### src/rtl/dbg_trace_tx_pkg.sv
// dbg_trace_tx_pkg: formatter FSM states, drop-marker character and hex-to-ASCII helper.
package dbg_trace_tx_pkg;
  typedef enum logic [2:0] {S_IDLE, S_TAG, S_HEX, S_SEP, S_MARK} state_e;
  localparam logic [7:0] MARK_CHAR = 8'h21;
  function automatic logic [7:0] hex_ascii(input logic [3:0] nib);
    return nib < 4'd10 ? 8'h30 + {4'h0, nib} : 8'h57 + {4'h0, nib};
  endfunction
endpackage

### src/rtl/dbg_trace_tx_fifo.sv
// dbg_trace_tx_fifo: synchronous FIFO, all DEPTH entries usable, push+pop allowed together at full.
module dbg_trace_tx_fifo #(
  parameter int WIDTH = 16,
  parameter int DEPTH = 32
) (
  input  logic                   clk,
  input  logic                   resetn,
  input  logic                   push,
  input  logic                   pop,
  input  logic [WIDTH-1:0]       wdata,
  output logic [WIDTH-1:0]       rdata,
  output logic [$clog2(DEPTH):0] level
);
  localparam int AW = $clog2(DEPTH);
  logic [WIDTH-1:0] mem_q [DEPTH];
  logic [AW-1:0] wp_q, rp_q;
  logic [AW:0] level_q;
  always_ff @(posedge clk) begin
    if (!resetn) begin
      wp_q <= '0;
      rp_q <= '0;
      level_q <= '0;
    end else begin
      wp_q <= push ? wp_q + 1'b1 : wp_q;
      rp_q <= pop ? rp_q + 1'b1 : rp_q;
      level_q <= level_q + (AW+1)'(push) - (AW+1)'(pop);
    end
  end
  // At full with a simultaneous pop, wp==rp: the head is read before the write lands.
  always_ff @(posedge clk) begin
    if (push) mem_q[wp_q] <= wdata;
  end
  assign rdata = mem_q[rp_q];
  assign level = level_q;
endmodule

### src/rtl/dbg_trace_tx.sv
// dbg_trace_tx: multi-channel trace arbiter + FIFO + ASCII hex formatter driving a uart byte port.
// Define DBG_DROPMARK_EN to emit a "!<hex count>" marker after a record whenever drops occurred.
module dbg_trace_tx
  import dbg_trace_tx_pkg::*;
#(
  parameter int         NCHAN    = 2,
  parameter int         DATA_W   = 16,
  parameter int         DEPTH    = 32,
  parameter logic [7:0] SEP_CHAR = 8'h0a
) (
  input  logic                    clk,
  input  logic                    resetn,
  input  logic [NCHAN-1:0]        dbg_valid,
  input  logic [NCHAN*DATA_W-1:0] dbg_data,
  output logic                    tx_we,
  output logic [7:0]              tx_data,
  input  logic                    tx_wait,
  output logic                    idle,
  output logic [$clog2(DEPTH):0]  level,
  output logic [7:0]              drop_cnt
);
  localparam int PW = DATA_W - 8;
  localparam int NDIG = PW / 4;
  localparam int CW = $clog2(NDIG) + 2;
  localparam int LW = $clog2(DEPTH) + 1;
  state_e state_q, state_d;
  logic [7:0] tag_q, tag_d, snap_q, snap_d, drop_q, drop_d;
  logic [PW-1:0] pay_q, pay_d;
  logic [CW-1:0] cnt_q, cnt_d;
  logic [DATA_W-1:0] win_data, head;
  logic [3:0] n_valid, n_drop;
  logic [8:0] drop_sum;
  logic any, push, pop, acc, rec_end, clr;
  always_comb begin
    win_data = '0;
    n_valid = '0;
    for (int i = NCHAN - 1; i >= 0; i--) begin
      win_data = dbg_valid[i] ? dbg_data[i*DATA_W +: DATA_W] : win_data;
      n_valid = n_valid + 4'(dbg_valid[i]);
    end
  end
  assign any = |dbg_valid;
  assign pop = state_q == S_IDLE && level != '0;
  assign push = any && (level < LW'(DEPTH) || pop);
  assign n_drop = (any ? n_valid - 4'd1 : 4'd0) + 4'(any && !push);
  assign drop_sum = (clr ? 9'd0 : {1'b0, drop_q}) + 9'(n_drop);
  assign drop_d = drop_sum[8] ? 8'hff : drop_sum[7:0];
  dbg_trace_tx_fifo #(.WIDTH(DATA_W), .DEPTH(DEPTH)) u_fifo (
    .clk   (clk),
    .resetn(resetn),
    .push  (push),
    .pop   (pop),
    .wdata (win_data),
    .rdata (head),
    .level (level)
  );
  assign tx_we = state_q != S_IDLE;
  assign acc = tx_we && !tx_wait;
  assign idle = state_q == S_IDLE && level == '0;
  assign drop_cnt = drop_q;
  always_comb begin
    state_d = state_q;
    tag_d = tag_q;
    pay_d = pay_q;
    cnt_d = cnt_q;
    snap_d = snap_q;
    clr = 1'b0;
    rec_end = 1'b0;
    case (state_q)
      S_IDLE: if (pop) begin
        {tag_d, pay_d} = head;
        state_d = S_TAG;
      end
      S_TAG: if (acc) begin
        cnt_d = CW'(NDIG - 1);
        state_d = S_HEX;
      end
      S_HEX: if (acc) begin
        pay_d = pay_q << 4;
        cnt_d = cnt_q - 1'b1;
        state_d = cnt_q != '0 ? S_HEX : S_SEP;
        rec_end = cnt_q == '0 && SEP_CHAR == 8'h00;
      end
      S_SEP: rec_end = acc;
      S_MARK: if (acc) begin
        cnt_d = cnt_q + 1'b1;
        state_d = cnt_q == CW'(3) || (cnt_q == CW'(2) && SEP_CHAR == 8'h00) ? S_IDLE : S_MARK;
      end
      default: state_d = S_IDLE;
    endcase
    if (rec_end) state_d = S_IDLE;
`ifdef DBG_DROPMARK_EN
    if (rec_end && drop_q != '0) begin
      state_d = S_MARK;
      snap_d = drop_q;
      clr = 1'b1;
      cnt_d = '0;
    end
`endif
  end
  always_comb begin
    tx_data = 8'h00;
    case (state_q)
      S_TAG:   tx_data = tag_q;
      S_HEX:   tx_data = hex_ascii(pay_q[PW-1 -: 4]);
      S_SEP:   tx_data = SEP_CHAR;
      S_MARK:  tx_data = cnt_q == '0 ? MARK_CHAR : cnt_q == CW'(1) ? hex_ascii(snap_q[7:4]) :
                         cnt_q == CW'(2) ? hex_ascii(snap_q[3:0]) : SEP_CHAR;
      default: tx_data = 8'h00;
    endcase
  end
  always_ff @(posedge clk) begin
    if (!resetn) begin
      state_q <= S_IDLE;
      tag_q <= '0;
      pay_q <= '0;
      cnt_q <= '0;
      snap_q <= '0;
      drop_q <= '0;
    end else begin
      state_q <= state_d;
      tag_q <= tag_d;
      pay_q <= pay_d;
      cnt_q <= cnt_d;
      snap_q <= snap_d;
      drop_q <= drop_d;
    end
  end
endmodule

### config.mk
export PLATFORM = sky130hd
export DESIGN_NAME = dbg_trace_tx
export DESIGN_NICKNAME = d
export VERILOG_FILES = /design/src/rtl/dbg_trace_tx_pkg.sv /design/src/rtl/dbg_trace_tx_fifo.sv /design/src/rtl/dbg_trace_tx.sv
export SDC_FILE = /design/constraint.sdc
export NUM_CORES = 1
export LEC_CHECK = 0
export CORE_MARGIN = 3
export CORE_UTILIZATION = 45
export CTS_BUF_LIST = sky130_fd_sc_hd__clkbuf_16
export DETAILED_ROUTE_END_ITERATION = 12
export SYNTH_ARGS = -nofsm -noshare
export SYNTH_HDL_FRONTEND = slang
export SYNTH_SLANG_ARGS = --single-unit
### constraint.sdc
create_clock -name clk -period 3.21 [get_ports clk]
set_input_delay 0.642 -clock clk [delete_from_list [all_inputs] [get_ports clk]]
set_output_delay 0.642 -clock clk [all_outputs]
set_load 0.01 [all_outputs]
==> results by group, run 1 <==
Pwr
  • VDD IR-drop max: 0.4116 mV
  • Leakage power: 0.008674 µW
  • Pwr dens: 771.3 mW/mm²

Detailed routing
  • Iteration-0 DRC Markers: 1,283
  • WL final: 54,900 µm
  • DRT antenna net count: 0
  • Vias/cell: 5.783
  • Drc violations: 0
  • First drt pass iteration count: 5
  • WL/cell: 26.23 µm
  • Vias: 12,103

GRT
  • Grt ovf: 0
  • Vias in the first global route: 12,094
  • Initial antenna violation count: 0
  • Overall routing resource usage: 0.2093
  • Pin count of the biggest net entering global routing: 35
  • First-pass GRT wire length: 81,060 µm

Synthesis
  • Most used DFF post-synth: edfxtp_1
  • Area of the mapped netlist: 0.02255 mm²
  • YS warnings: 0
  • Syn_area_per_cell: 18.67 µm²
  • Syn Nets: 1,274
  • Synth Instances: 1,208
  • Adder-Cell Fraction of Synth Area: 0.01676
  • Complex-gate fraction of the synthesized area: 0.05127
  • #FFs+latches synth: 563
  • Synth async-reset ratio: 0
  • Xor/xnor share of the synthesized area: 0.006215
  • Register area share after synthesis: 0.7271
  • Mux cell area share after synthesis: 0.1355
  • Largest family of logic cells by synthesized area: multiplexers
  • Post-synthesis cell type count: 64
  • Synth Area in Simple Gates: 0.04173
  • Post-synth EDFFs: 512

STA
  • Peak Freq: 325.5 MHz
  • Final period utilization: 0.9572
  • Final setup fails: 0
  • Actual slew at the worst max-slew pin: 708.2 ps
  • WHS: 472.2 ps
  • Final hold violation count: 0
  • Count of pins over their slew limit: 0
  • Max Clock Skew: 27.85 ps
  • Final setup TNS: 0 ps
  • Tmin final: 3073 ps
  • Worst slew margin: 0.5272
  • RSZ-0062 raised after global routing: no

Layout
  • Final Util: 0.5370
  • Area added between synthesis and finish: 17.31%
  • Fin cells: 2,093
  • Share of cells above drive strength 1: 0.2456
  • Fin area: 0.02645 mm²
  • NumNets Final: 1,449
  • Ant. Diodes: 0

Outcome
  • Status: complete, no violations

Setup path
  • Data required, critical path: 3740 ps
  • Crit path kind: reg -> reg
  • Critical path capture point type: flop
  • Max FO, Critical Path: 4
  • WP data arrival: 3600 ps
  • Worst setup SP type: flop

Place
  • Post-DP HPWL: 34,830 µm
  • Routability cong.: 0.8462
  • Area after DPL: 0.02464 mm²
  • PortBufs: 60
  • Inst Count DP: 1,986

Floorplan
  • Site Rows: 81
  • Num ports: 61
  • Die Span Y: 229.9 µm
  • Width of the die: 229.9 µm
  • Starting density of the core: 0.4578
  • Die area: 0.05283 mm²
  • Core area: 0.04925 mm²

Clocking
  • Clock Latency Late Sink: 610 ps
  • CTS Buf Count: 56
  • Max Root-Sink Buffers: 3
  • Clock sinks: 563
  • Clock tree from TritonCTS: built
  • Root Buffer: clkbuf_16
  • Clock transition at path regs: 60 ps
  • H-tree Lvls: 2

Job
  • Maxcap violations: 0

Worst hold path
  • Hold Path Class: reg -> reg
power by group:
part / switching (µW) / internal, µW
registers: 335 / 8500
logic: 2730 / 2590
clock network: 2760 / 3480
stage by stage:
| step | total power [µW] | setup WS, ps |
|---|---|---|
| finish | 20400 | 137.4 |
| detailed placement | 14320 | -239.2 |
| global placement | 14250 | -132.9 |
| global route | 21270 | 12.06 |
| floorplan | 12490 | 111.2 |
| CTS | 20600 | 38.71 |
registers in the layout, indices dropped and copies added (netlist names), named ones only:
signal,flops
u_fifo.mem_q,512
cnt_q,3
u_fifo.wp_q,5
drop_cnt,8
u_fifo.level,6
u_fifo.rp_q,5
state_q,3
pay_q,8
tag_q,8
worst paths after layout:
check | startpoint | endpoint | slack (ps) | cells after the start
worst max-delay path | u_fifo.level[3] | drop_cnt[5] | 140 | 14
worst min-delay path | pay_q[1] | pay_q[1] | 470 | 1
worst max register to register | u_fifo.level[3] | drop_cnt[5] | 140 | 14
worst min register to register | pay_q[1] | pay_q[1] | 470 | 1
metal layers:
layer / GRT usage / wire length (µm)
met1: 0.3048 / 23900
met2: 0.3148 / 25040
met3: 0.05092 / 4445
met4: 0.06508 / 1512
met5: 0 / 0
cell usage after synthesis, types with 3 or more instances:
cell	instances	area, µm²
a22oi_1	15	112.6
clkbuf_1	26	97.59
dfxtp_1	51	1021
nand2b_1	7	43.79
mux2i_1	33	330.3
nor4_1	10	62.56
nand3b_1	6	45.04
nor2_1	83	311.6
mux2_2	6	67.56
nand2_1	29	108.9
buf_1	4	15.01
mux4_2	118	2658
nor2b_1	9	56.30
buf_2	18	90.09
o221ai_1	7	61.31
buf_6	10	112.6
and2_1	5	31.28
or3_1	9	56.30
nor3_1	9	45.04
buf_4	4	30.03
a22o_1	26	227.7
a21o_1	5	37.54
a211o_1	4	35.03
xnor2_1	9	78.83
a31oi_1	4	25.02
o22ai_1	24	150.1
inv_1	24	90.09
xor2_1	7	61.31
ha_1	27	337.8
nand4_1	3	18.77
o22a_1	11	96.34
a211oi_1	7	52.55
nand3_1	3	15.01
a21oi_1	32	160.2
o21a_1	4	30.03
edfxtp_1	512	15370
o21ai_0	10	50.05
cell families after synthesis:
kind of cell,Yosys count
flip-flops,563
AND/OR/NAND/NOR,190
AO/OA/AOI/OAI,163
other,1
multiplexers,157
adder cells (fa/ha/maj),29
buffers and inverters,89
XOR/XNOR,16
critical path: stages, from the launching register on:
cell,delay [ps]
dfxtp_1,360
inv_1,70
ha_1,180
and4bb_2,270
o21ai_2,170
nor2_1,70
ha_1,280
ha_1,160
inv_1,50
fa_1,400
nand3b_1,220
a21boi_2,190
and4_1,220
and4b_1,190
nor3_1,150
placed cells by master (no fill, tap or decap), types with 4 or more instances in the layout:
cell type and n:
edfxtp_1 512, mux4_2 118, buf_4 109, nor2_1 83, clkdlybuf4s50_1 60, clkbuf_16 57
dfxtp_1 46, inv_1 34, mux2i_1 33, a21oi_1 31, nand2_1 29, ha_1 27
a22o_1 26, o22ai_1 24, a22oi_1 15, clkinv_2 15, buf_12 12, o22a_1 11
o21ai_0 10, nor4_1 10, xnor2_1 9, or3_1 9, nor3_1 8, clkinv_1 8
nand2b_1 7, nor2b_1 7, o221ai_1 7, xor2_1 7, a211oi_1 7, nand3b_1 6
mux2_2 6, and2_1 5, a21o_1 5, o21a_1 4, a211o_1 4, a31oi_1 4
final cells by class:
cell class | instances | area [µm²]
Fill cell | 3962 | 22800
Sequential cell | 563 | 16410
Multi-Input combinational cell | 556 | 5692
Timing Repair Buffer | 181 | 1659
Clock buffer | 57 | 1426
Tap cell | 664 | 830.8
Clock inverter | 47 | 342.8
Inverter | 25 | 93.84
what timing repair did:
item / in CTS / in global routing
hold buffers: 0 / 0
setup endpoints to repair: 3 / 12
resized for setup: 2 / 6
pin swaps: 0 / 2
setup buffers: 0 / 3
gates cloned: 0 / 0
Power figures use the tool's default switching activity.
==> run 2: changes to the inputs <==
--- a/config.mk
+++ b/config.mk
@@ -5,6 +5,7 @@
 export SDC_FILE = /design/constraint.sdc
 export NUM_CORES = 1
 export LEC_CHECK = 0
+export CORE_ASPECT_RATIO = 1.25
 export CORE_MARGIN = 3
 export CORE_UTILIZATION = 45
 export CTS_BUF_LIST = sky130_fd_sc_hd__clkbuf_16
==> constraint.sdc (replaced) <==
create_clock -name clk -period 3.5 [get_ports clk]
set_input_delay 0.7 -clock clk [delete_from_list [all_inputs] [get_ports clk]]
set_output_delay 0.7 -clock clk [all_outputs]
set_load 0.01 [all_outputs]
==> results by group, run 2 (synthesis gave the netlist of run 1 again) <==
Outcome
  • Status: complete, no violations

Setup path
  • Max FO, Critical Path: 13
  • WP data arrival: 2620 ps
  • Data required, critical path: 2800 ps
  • Crit path kind: reg -> out
  • Critical path capture point type: primary output
  • Flop-to-flop setup slack: 300 ps
  • Worst setup SP type: flop

Pwr
  • Pwr dens: 709.4 mW/mm²
  • Leakage power: 0.008448 µW
  • VDD IR-drop max: 0.3664 mV
  • Power, Total: 18,480 µW

STA
  • RSZ-0062 raised after global routing: no
  • Max Clock Skew: 22.36 ps
  • Count of pins over their slew limit: 0
  • Final setup fails: 0
  • Peak Freq: 301.3 MHz
  • Tmin final: 3319 ps
  • Final hold violation count: 0
  • Final setup TNS: 0 ps
  • Actual slew at the worst max-slew pin: 959.1 ps
  • Final period utilization: 0.9483
  • Worst slew margin: 0.3547

Clocking
  • Max Root-Sink Buffers: 3
  • H-tree Lvls: 2
  • Clock sinks: 563
  • CTS Buf Count: 51
  • Clock transition at path regs: 70 ps
  • Root Buffer: clkbuf_16
  • CTS Hold Bufs: 0
  • Clock tree from TritonCTS: built
  • Setup Buffers After CTS: 0
  • Post-CTS Resized: 0
  • Clock Latency Late Sink: 580 ps

GRT
  • Initial antenna violation count: 0
  • First-pass GRT wire length: 80,900 µm
  • Grt ovf: 0
  • Overall routing resource usage: 0.2088
  • Vias in the first global route: 12,023
  • Pin count of the biggest net entering global routing: 37

Layout
  • NumNets Final: 1,414
  • Max reg flops: 512
  • Most flops, register: u_fifo.mem_q
  • Area added between synthesis and finish: 15.53%
  • Fin area: 0.02605 mm²
  • Most frequent cells in the layout: edfxtp_1, mux4_2, nor2_1, buf_4, clkdlybuf4s50_1
  • Most common cell after layout, fill and taps aside: edfxtp_1
  • Share of cells above drive strength 1: 0.2140
  • Final Util: 0.5272
  • Fin cells: 2,040

Floorplan
  • Starting density of the core: 0.4563
  • Num ports: 61
  • Site Rows: 91
  • Die Span Y: 256.3 µm
  • Die area: 0.05285 mm²
  • Width of the die: 206.2 µm
  • Core area: 0.04941 mm²

Detailed routing
  • Vias: 11,883
  • Iteration-0 DRC Markers: 1,230
  • Vias/cell: 5.825
  • First drt pass iteration count: 5
  • Drc violations: 0
  • WL final: 54,770 µm
  • DRT antenna net count: 0
  • WL/cell: 26.85 µm

Place
  • Routability cong.: 0.8552
  • Post-DP HPWL: 34,960 µm
  • PortBufs: 60
  • Inst Count DP: 1,946
  • Area after DPL: 0.02440 mm²

Job
  • Maxcap violations: 0

Worst hold path
  • Hold Path Class: reg -> reg
## run 2: cell count changes in the layout (fill, tap and decap cells not counted), moves of 3 or more
| cell | previous run | this run |
|---|---|---|
| clkbuf_16 | 57 | 53 |
| clkinv_8 | 3 | 0 |
| clkinv_2 | 15 | 8 |
| clkinv_4 | 3 | 0 |
| bufinv_16 | 3 | 6 |
| buf_4 | 109 | 81 |
| inv_1 | 34 | 37 |
| clkinv_1 | 8 | 11 |
## run 2: final timing paths
| path | from | depth (start not counted) | end |
|---|---|---|---|
| hold / removal | tag_q[7] | 1 | tag_q[7] |
| setup reg to reg | u_fifo.level[2] | 14 | drop_cnt[5] |
| setup / recovery | state_q[1] | 5 | tx_data[4] |
| hold reg to reg | tag_q[7] | 1 | tag_q[7] |
## run 2: per-layer routing
layer / up-vias / global-route usage / wire [µm]
met5: - / 0 / 0
met4: 0 / 0.08734 / 2535
met3: 99 / 0.03263 / 3290
met2: 413 / 0.3366 / 26360
met1: 6200 / 0.2850 / 22580
li1: 5171 / - / -
## run 2: metrics by stage
stage	setup WS [ps]	hold WS (ps)
3_5_place_dp	65.91	462.2
2_1_floorplan	144.1	420.1
3_3_place_gp	101.1	459.6
4_1_cts	202.1	478.3
5_1_grt	18.43	501.5
6_report	180.9	474.0
## run 2: worst max-delay path, cell delays in order (launching register included)
cell             delay (ps)
dfxtp_1                 340
buf_4                   200
nor2b_1                 470
a22oi_1                 180
o21ai_0                 270
clkdlybuf4s50_1         590
## run 2: area by class of cell
cell class | count | area [µm²]
clock buffers | 53 | 1326
multi-input cells | 556 | 5674
fillers | 4007 | 23360
inverters | 25 | 93.84
diodes | 1 | 2.502
repair buffers | 151 | 1409
well taps | 651 | 814.5
clock inverters | 40 | 325.3
flip-flops and latches | 563 | 16400
## run 2: where the power goes
part | internal [µW] | leakage (µW) | switching (µW)
registers | 7790 | 0.00508 | 343
clock network | 3170 | 0.000856 | 2350
logic | 2320 | 0.00251 | 2520
total | 13300 | 0.00845 | 5210
